--- config.mk ---
export PLATFORM = sky130hd
export DESIGN_NAME = seg_scan_ctrl_flat
export DESIGN_NICKNAME = d
export VERILOG_FILES = /design/src/rtl/seg_scan_ctrl_if.sv /design/src/rtl/seg_scan_ctrl.sv /design/src/flat_wrapper.sv
export SDC_FILE = /design/constraint.sdc
export NUM_CORES = 1
export LEC_CHECK = 0
export ABC_AREA = 1
export CAP_MARGIN = 20
export CORE_MARGIN = 2
export CORE_UTILIZATION = 45
export DETAILED_ROUTE_END_ITERATION = 8
export GPL_ROUTABILITY_DRIVEN = 0
export PLACE_DENSITY = 0.71
export SETUP_SLACK_MARGIN = 0.1
export SLEW_MARGIN = 5
export SYNTH_ARGS = -nofsm -noshare
export SYNTH_HDL_FRONTEND = slang
export SYNTH_SLANG_ARGS = --single-unit
--- constraint.sdc ---
create_clock -name clk -period 3.5 [get_ports clk]
set_input_delay 1.05 -clock clk [delete_from_list [all_inputs] [get_ports clk]]
set_output_delay 1.05 -clock clk [all_outputs]
set_load 0.05 [all_outputs]
--- src/rtl/seg_scan_ctrl_if.sv ---
// ---------------------------------------------------------------------------
// seg_scan_ctrl_if
//
// Bus between the datapath/register file and the display scan controller.
//
// Signals:
//   data       packed hex digits; digit k is data[4k+3:4k], digit 0 rightmost
//   digit_en   per-digit enable; 0 keeps that digit dark
//   load       capture data/digit_en into the controller's shadow registers
//   nums       nibble for the seven-segment decoder (registered)
//   anode      active-low digit enables (registered)
//   blank      high when every anode is off (registered)
//   frame_tick one-cycle pulse at the end of each full scan frame
//
// Modports:
//   master  the datapath side: drives data/digit_en/load, observes outputs
//   slave   the scan controller
// ---------------------------------------------------------------------------
interface seg_scan_ctrl_if #(
  parameter int NUM_DIGITS = 8
);
  logic [4*NUM_DIGITS-1:0] data;
  logic [NUM_DIGITS-1:0]   digit_en;
  logic                    load;
  logic [3:0]              nums;
  logic [NUM_DIGITS-1:0]   anode;
  logic                    blank;
  logic                    frame_tick;

  modport master (
    output data, digit_en, load,
    input  nums, anode, blank, frame_tick
  );

  modport slave (
    input  data, digit_en, load,
    output nums, anode, blank, frame_tick
  );
endinterface

--- src/rtl/seg_scan_ctrl.sv ---
// ---------------------------------------------------------------------------
// seg_scan_ctrl
//
// Time-multiplexed scan controller for an N-digit common-anode display.
// Walks the digits of a shadowed hex word one slot at a time, presenting
// the current nibble to the seven-segment decoder and pulling that digit's
// anode low. Each slot starts with a blanking interval (all anodes off) so
// the previous digit's segments never ghost onto the next anode.
//
// Ports:
//   clk    system clock, all state on the rising edge
//   rst_n  asynchronous active-low reset
//   bus    seg_scan_ctrl_if.slave (data, digit_en, load in;
//          nums, anode, blank, frame_tick out)
//
// Parameters:
//   NUM_DIGITS    number of multiplexed digits (>= 1, any value)
//   REFRESH_DIV   clock cycles per digit slot (>= 2)
//   BLANK_CYCLES  cycles of blanking at the start of each slot
//                 (0 <= BLANK_CYCLES < REFRESH_DIV)
//
// All outputs are registered and reflect counter/shadow state from the
// previous cycle; there is no combinational input-to-output path.
// ---------------------------------------------------------------------------
module seg_scan_ctrl #(
  parameter int NUM_DIGITS   = 8,
  parameter int REFRESH_DIV  = 100000,
  parameter int BLANK_CYCLES = 1000
) (
  input  logic          clk,
  input  logic          rst_n,
  seg_scan_ctrl_if.slave bus
);

  localparam int CNT_W = (REFRESH_DIV > 1) ? $clog2(REFRESH_DIV) : 1;
  localparam int IDX_W = (NUM_DIGITS > 1) ? $clog2(NUM_DIGITS) : 1;

  localparam logic [CNT_W-1:0] CNT_LAST = CNT_W'(REFRESH_DIV - 1);
  localparam logic [IDX_W-1:0] IDX_LAST = IDX_W'(NUM_DIGITS - 1);

  // Counters and shadow state
  logic [CNT_W-1:0]        div_cnt_reg,  div_cnt_next;
  logic [IDX_W-1:0]        dig_idx_reg,  dig_idx_next;
  logic [4*NUM_DIGITS-1:0] shadow_data_reg;
  logic [NUM_DIGITS-1:0]   shadow_en_reg;

  // Registered outputs
  logic [3:0]              nums_reg,       nums_next;
  logic [NUM_DIGITS-1:0]   anode_reg,      anode_next;
  logic                    blank_reg,      blank_next;
  logic                    frame_tick_reg, frame_tick_next;

  logic                    slot_end;
  logic                    in_blank;
  logic                    cur_en;
  logic [3:0]              digit_nib [NUM_DIGITS];

  // Split the shadow word into per-digit nibbles so the current digit can
  // be picked with a plain array index.
  generate
    for (genvar gi = 0; gi < NUM_DIGITS; gi++) begin : g_nib
      assign digit_nib[gi] = shadow_data_reg[4*gi +: 4];
    end
  endgenerate

  // Blanking phase decode. With no blanking the compare would be against
  // zero and always false, so it is elaborated away instead.
  generate
    if (BLANK_CYCLES == 0) begin : g_no_blank
      assign in_blank = 1'b0;
    end else begin : g_blank
      localparam logic [CNT_W-1:0] BLANK_LIM = CNT_W'(BLANK_CYCLES);
      assign in_blank = (div_cnt_reg < BLANK_LIM);
    end
  endgenerate

  assign slot_end = (div_cnt_reg == CNT_LAST);
  assign cur_en   = shadow_en_reg[dig_idx_reg];

  // Only the anode matching dig_idx can go low, which guarantees at most
  // one lit digit in any cycle.
  generate
    for (genvar gi = 0; gi < NUM_DIGITS; gi++) begin : g_anode
      assign anode_next[gi] = ~(~in_blank & cur_en &
                                (dig_idx_reg == IDX_W'(gi)));
    end
  endgenerate

  always_comb begin
    div_cnt_next    = div_cnt_reg + CNT_W'(1);
    dig_idx_next    = dig_idx_reg;
    nums_next       = digit_nib[dig_idx_reg];
    blank_next      = in_blank | ~cur_en;
    frame_tick_next = slot_end & (dig_idx_reg == IDX_LAST);

    if (slot_end) begin
      div_cnt_next = '0;
      // Explicit wrap: NUM_DIGITS need not be a power of two.
      if (dig_idx_reg == IDX_LAST) begin
        dig_idx_next = '0;
      end else begin
        dig_idx_next = dig_idx_reg + IDX_W'(1);
      end
    end
  end

  always_ff @(posedge clk or negedge rst_n) begin
    if (!rst_n) begin
      div_cnt_reg     <= '0;
      dig_idx_reg     <= '0;
      shadow_data_reg <= '0;
      shadow_en_reg   <= '0;
      nums_reg        <= '0;
      anode_reg       <= '1;
      blank_reg       <= 1'b1;
      frame_tick_reg  <= 1'b0;
    end else begin
      div_cnt_reg    <= div_cnt_next;
      dig_idx_reg    <= dig_idx_next;
      nums_reg       <= nums_next;
      anode_reg      <= anode_next;
      blank_reg      <= blank_next;
      frame_tick_reg <= frame_tick_next;
      // A load lands in the shadow now; the outputs pick it up on the
      // following edge, independent of where the scan counters are.
      if (bus.load) begin
        shadow_data_reg <= bus.data;
        shadow_en_reg   <= bus.digit_en;
      end
    end
  end

  assign bus.nums       = nums_reg;
  assign bus.anode      = anode_reg;
  assign bus.blank      = blank_reg;
  assign bus.frame_tick = frame_tick_reg;

endmodule

--- src/flat_wrapper.sv ---
// flat-port wrapper written by rule: the top's interface ports become plain ports
module seg_scan_ctrl_flat 
#(
  parameter int NUM_DIGITS   = 8,
  parameter int REFRESH_DIV  = 100000,
  parameter int BLANK_CYCLES = 1000
)
  (clk, rst_n, bus_data, bus_digit_en, bus_load, bus_nums, bus_anode, bus_blank, bus_frame_tick);
  seg_scan_ctrl_if #(.NUM_DIGITS(NUM_DIGITS)) bus_i ();
  input  logic clk;
  input  logic rst_n;
  input wire logic [$bits(bus_i.data)-1:0] bus_data;
  input wire logic [$bits(bus_i.digit_en)-1:0] bus_digit_en;
  input wire logic [$bits(bus_i.load)-1:0] bus_load;
  output wire logic [$bits(bus_i.nums)-1:0] bus_nums;
  output wire logic [$bits(bus_i.anode)-1:0] bus_anode;
  output wire logic [$bits(bus_i.blank)-1:0] bus_blank;
  output wire logic [$bits(bus_i.frame_tick)-1:0] bus_frame_tick;
  assign bus_i.data = bus_data;
  assign bus_i.digit_en = bus_digit_en;
  assign bus_i.load = bus_load;
  assign bus_nums = bus_i.nums;
  assign bus_anode = bus_i.anode;
  assign bus_blank = bus_i.blank;
  assign bus_frame_tick = bus_i.frame_tick;
  seg_scan_ctrl #(.NUM_DIGITS(NUM_DIGITS), .REFRESH_DIV(REFRESH_DIV), .BLANK_CYCLES(BLANK_CYCLES)) u_core (.clk(clk), .rst_n(rst_n), .bus(bus_i));
endmodule
# Word level (Yosys, flattened, before mapping)
# Index checks and enable logic that the tools add are counted.
[totals]
ff_bits = 74
inputBits = 43
out_inout_bits = 14
word_cells = 51
[classes]
addsub = 2
magnitude_cmp = 3
eq_ne = 8
muxes = 7
bitwise = 22
n_reduce_logical = 1
[ops]
columns = ["cell", "n"]
rows = [
  ["$add A17 B1 Y17 const B", 1],
  ["$eq A17 B17 Y1 const B", 1],
  ["$lt A17 B10 Y1 const B", 1],
  ["$mux W17", 1],
  ["$bmux W4 S3", 1],
  ["$eq A3 B3 Y1 const B", 4],
  ["$and A1 B1 Y1", 10],
  ["$not A1 Y1", 10],
  ["$mux W4", 2],
  ["$eq A3 B2 Y1 const B", 2],
  ["$ge A4 B4 Y1 const B", 1],
  ["$lt A3 B4 Y1 const B", 1],
  ["$not A3 Y4", 1],
  ["$add A3 B1 Y3 const B", 1],
  ["$bmux W1 S3", 1],
  ["$eq A3 B1 Y1 const B", 1],
  ["$logic_not A3 Y1", 1],
  ["$mux W3", 1],
  ["$mux W1", 1],
  ["$or A1 B1 Y1", 1],
]

# Depth between registers and ports, before layout
[logic_depth]
ltp_word = 5
depth_mapped = 9
mapped_depth_nobuf = 9

# Worst setup path after synthesis
# Ideal clock, no wire load.
[synth_timing]
kind = "in2reg"
start = "in bus_load"
end = "reg u_core.shadow_data_reg[0]"
setup_time_ns = 0.125
arrival_time_ns = 1.749
t_required_ns = 3.375
setup_slack_ns = 1.626
stages = 3
n_path_buf = 2
cell_sequence = "clkbuf_1 buf_2 mux2_2"
[synth_lines]
columns = ["item", "line", "source"]
rows = [
  ["from (decl)", "flat_wrapper.sv:14", "input wire logic [$bits(bus_i.load)-1:0] bus_load;"],
  ["to (signal assigned)", "seg_scan_ctrl.sv:127", "shadow_data_reg <= bus.data;"],
  ["to (decl)", "seg_scan_ctrl.sv:44", "logic [4*NUM_DIGITS-1:0] shadow_data_reg;"],
]
# No word-level cell between the ends.

# Worst setup path in the final report
[layout_timing]
start = "reg u_core.anode_reg[3], in the netlist u_core.bus.anode[3]"
end = "out bus_anode[3]"
[layout_lines]
columns = ["item", "line", "source"]
rows = [
  ["from (decl)", "seg_scan_ctrl.sv:49", "logic [NUM_DIGITS-1:0] anode_reg, anode_next;"],
  ["from (signal assigned)", "seg_scan_ctrl.sv:121", "anode_reg <= anode_next;"],
  ["to (decl)", "flat_wrapper.sv:16", "output wire logic [$bits(bus_i.anode)-1:0] bus_anode;"],
]
# No word-level cell between the ends.

==> key figures <==
Timing
  – Final Hold Violating Endpoints: 0
  – Final Cycle Share: 0.772
  – Max-slew violation count: 0
  – Final setup viols: 0
  – Unrepaired setup endpoints after global routing: no
  – Setup_tns: 0 ns
  – Worst hold slack: 0.490 ns
  – Clk_skew: approximately 0.0073 ns
  – Minimum clock period: 2.70 ns
  – Slew of the pin with the lowest slew margin: approximately 0.92 ns
  – Post-route setup slack: roughly 0.80 ns
  – Achievable frequency: 370 MHz
  – Slew margin rel.: 0.389

Drt
  – DR vias: 2680
  – Routed vias/inst: just under 5
  – Post-route ant nets: 0
  – Final wirelength: between 7000 and 8000 um
  – Drt first pass iters: 4
  – DR WL/cell: 12.6 um
  – DRC violations left: 0
  – Initial DRC Count: about 120

Worst setup path
  – Family with the most delay on the worst path: buffers and inverters
  – Crit Path Class: flop to output pin
  – Crit path cell chain: clkdlybuf4s50_1
  – Max stage delay on crit path: 0.79 ns
  – Worst-path maximum fanout: 1
  – Startpoint Class: flop
  – Crit-path slowest cell: clkdlybuf4s50_1
  – CP required: approximately 2.5 ns
  – CP bufs+invs: 1
  – WP depth: 1
  – Worst reg2reg path depth: 5
  – CP endpoint kind: output pin
  – Arr. time, crit path: roughly 1.7 ns

Floorplanning
  – Core area: around 0.0076 mm2
  – # rows: 32
  – Initial Utilization: 0.458
  – Die W: around 90 um
  – I/O Pins: 57
  – DIE AREA: between 0.008 and 0.009 mm2
  – Die Y: approximately 90 um

Synth
  – Ys async rst share: 1.00
  – Syn Area/Cell: between 8 and 9 um2
  – Post-synthesis instance area: between 0.003 and 0.004 mm2
  – Yosys top cell area share: 0.467
  – Syn nets: between 400 and 500
  – Post-synth EDFFs: 0
  – Yosys cell types: 26
  – Post-synthesis register bit count: between 70 and 80
  – Sequential area share after synthesis: 0.535
  – Leading post-synthesis cells by cell area: dfrtp_1 (47%), nand2_1 (9.7%), dfstp_2 (6.8%)
  – Ys Warns: 0
  – Post-synth top area cell: dfrtp_1
  – Main flop type after synthesis: dfrtp_1
  – Mapped Cells: 394

Placed design
  – Dpl cell area: about 0.0041 mm2
  – Pre-CTS WS: about 1.2 ns
  – I/O Buffers: 56
  – HPWL after DPL: ~4900 um

Min path
  – Worst Hold Class: flop to flop
  – Hold path depth: 1

Cells and area
  – Max reg flops: 32
  – Area Overhead vs Synth: 24.6%
  – Share of cells above drive strength 1: 0.124
  – Most frequent cells in the layout: nand2_1 (90), dfrtp_1 (65), clkdlybuf4s50_1 (54), inv_1 (50), o21ai_0 (40)
  – Design area: about 0.0043 mm2
  – Commonest non-fill, non-tap cell in the layout: nand2_1
  – Fin nets: between 400 and 500
  – Antenna Cells: 0

Clock tree
  – CTS tree: yes
  – Clk buf depth: 2
  – Post-CTS setup buffers: 0
  – Cts bufs inserted: 9
  – Sink Count: 74
  – Post-CTS Hold Fix Bufs: 0
  – CTS resizes: 0
  – Clock slew at reported path FFs: approximately 0.070 ns
  – Root buffer cell: clkbuf_8
  – H-tree depth: 3
  – Worst-skew pair later-pin latency: 0.34 ns

Global route
  – Grt total ovfl: 0
  – Antenna violations before repair: 0
  – First-pass GRT wire length: 11700 um
  – Pin count of the biggest net entering global routing: between 70 and 80
  – All-Layer GR Usage: 0.177
  – Vias in the first global route: ~2600

Job
  – Max-cap violations: 0

Power
  – Total power: 1.87 mW
  – Leakage power: between 2 and 2.5 nW
  – Power Dens Cells: 430 mW/mm2
  – Worst vdd ir: between 0.2 and 0.25 mV

Outcome
  – Status: completed
[report_power, final]
part	leakage, nW	internal, mW	switching (mW)	total [mW]
sequential	0.897	0.903	0.0186	0.922
clock	0.116	0.470	0.303	0.773
combinational	1.02	0.0866	0.0865	0.173
[cells in the mapped netlist, types with 2 or more instances]
library cell / number
dfrtp_1: 65
mux2_2: 21
ha_1: 7
nand3_1: 14
nand4_1: 11
buf_2: 7
inv_1: 50
xor2_1: 5
nor2_1: 36
o21ai_0: 40
nor2_4: 2
nor3_1: 2
nand2_1: 90
buf_4: 2
dfstp_2: 9
clkbuf_1: 5
a21oi_1: 18
nand2_2: 2
[layout make-up]
cell class | count | area, um2
sequential | 74 | 1860
inverter | 53 | 200
clock buffer | 10 | 128
multi-input combinational | 253 | 1350
tap | 102 | 128
fill | 688 | 3270
clock inverter | 5 | 104
timing repair buffer | 58 | 566
[stage by stage]
step	util	instances
floorplan	-	394
global placement	0.540	540
detailed placement	0.540	540
CTS	0.571	555
global route	0.571	555
finish	0.571	555
[kinds of logic after synthesis]
group	share of synthesized area
DFF	0.535
adders and majority gates	0.0251
AOI/OAI and AO/OA	0.0869
and+or+nand+nor	0.196
muxes	0.0679
xor gates and xnor gates	0.0126
buffers and inverters	0.0772
[worst paths after layout]
kind	endpoint	start	slack (ns)
worst min-delay path	u_core.div_cnt_reg[0]	u_core.div_cnt_reg[0]	0.49
min in group asynchronous	u_core.div_cnt_reg[16]	rst_n	0.91
worst max-delay path	bus_anode[3]	u_core.bus.anode[3]	0.80
max in group asynchronous	u_core.div_cnt_reg[11]	rst_n	1.99
worst min register to register	u_core.div_cnt_reg[0]	u_core.div_cnt_reg[0]	0.49
worst max register to register	u_core.bus.anode[3]	u_core.dig_idx_reg[0]	1.36
[routing by layer]
metal | share of wire | track usage | vias to the layer above
li1 | - | - | 1359
met1 | 0.49 | 0.247 | 1256
met2 | 0.45 | 0.268 | 53
met3 | 0.032 | 0.0444 | 12
met4 | 0.019 | 0.0697 | 0
met5 | 0 | 0 | -
Note: power is estimated with default switching activity, not from simulation.
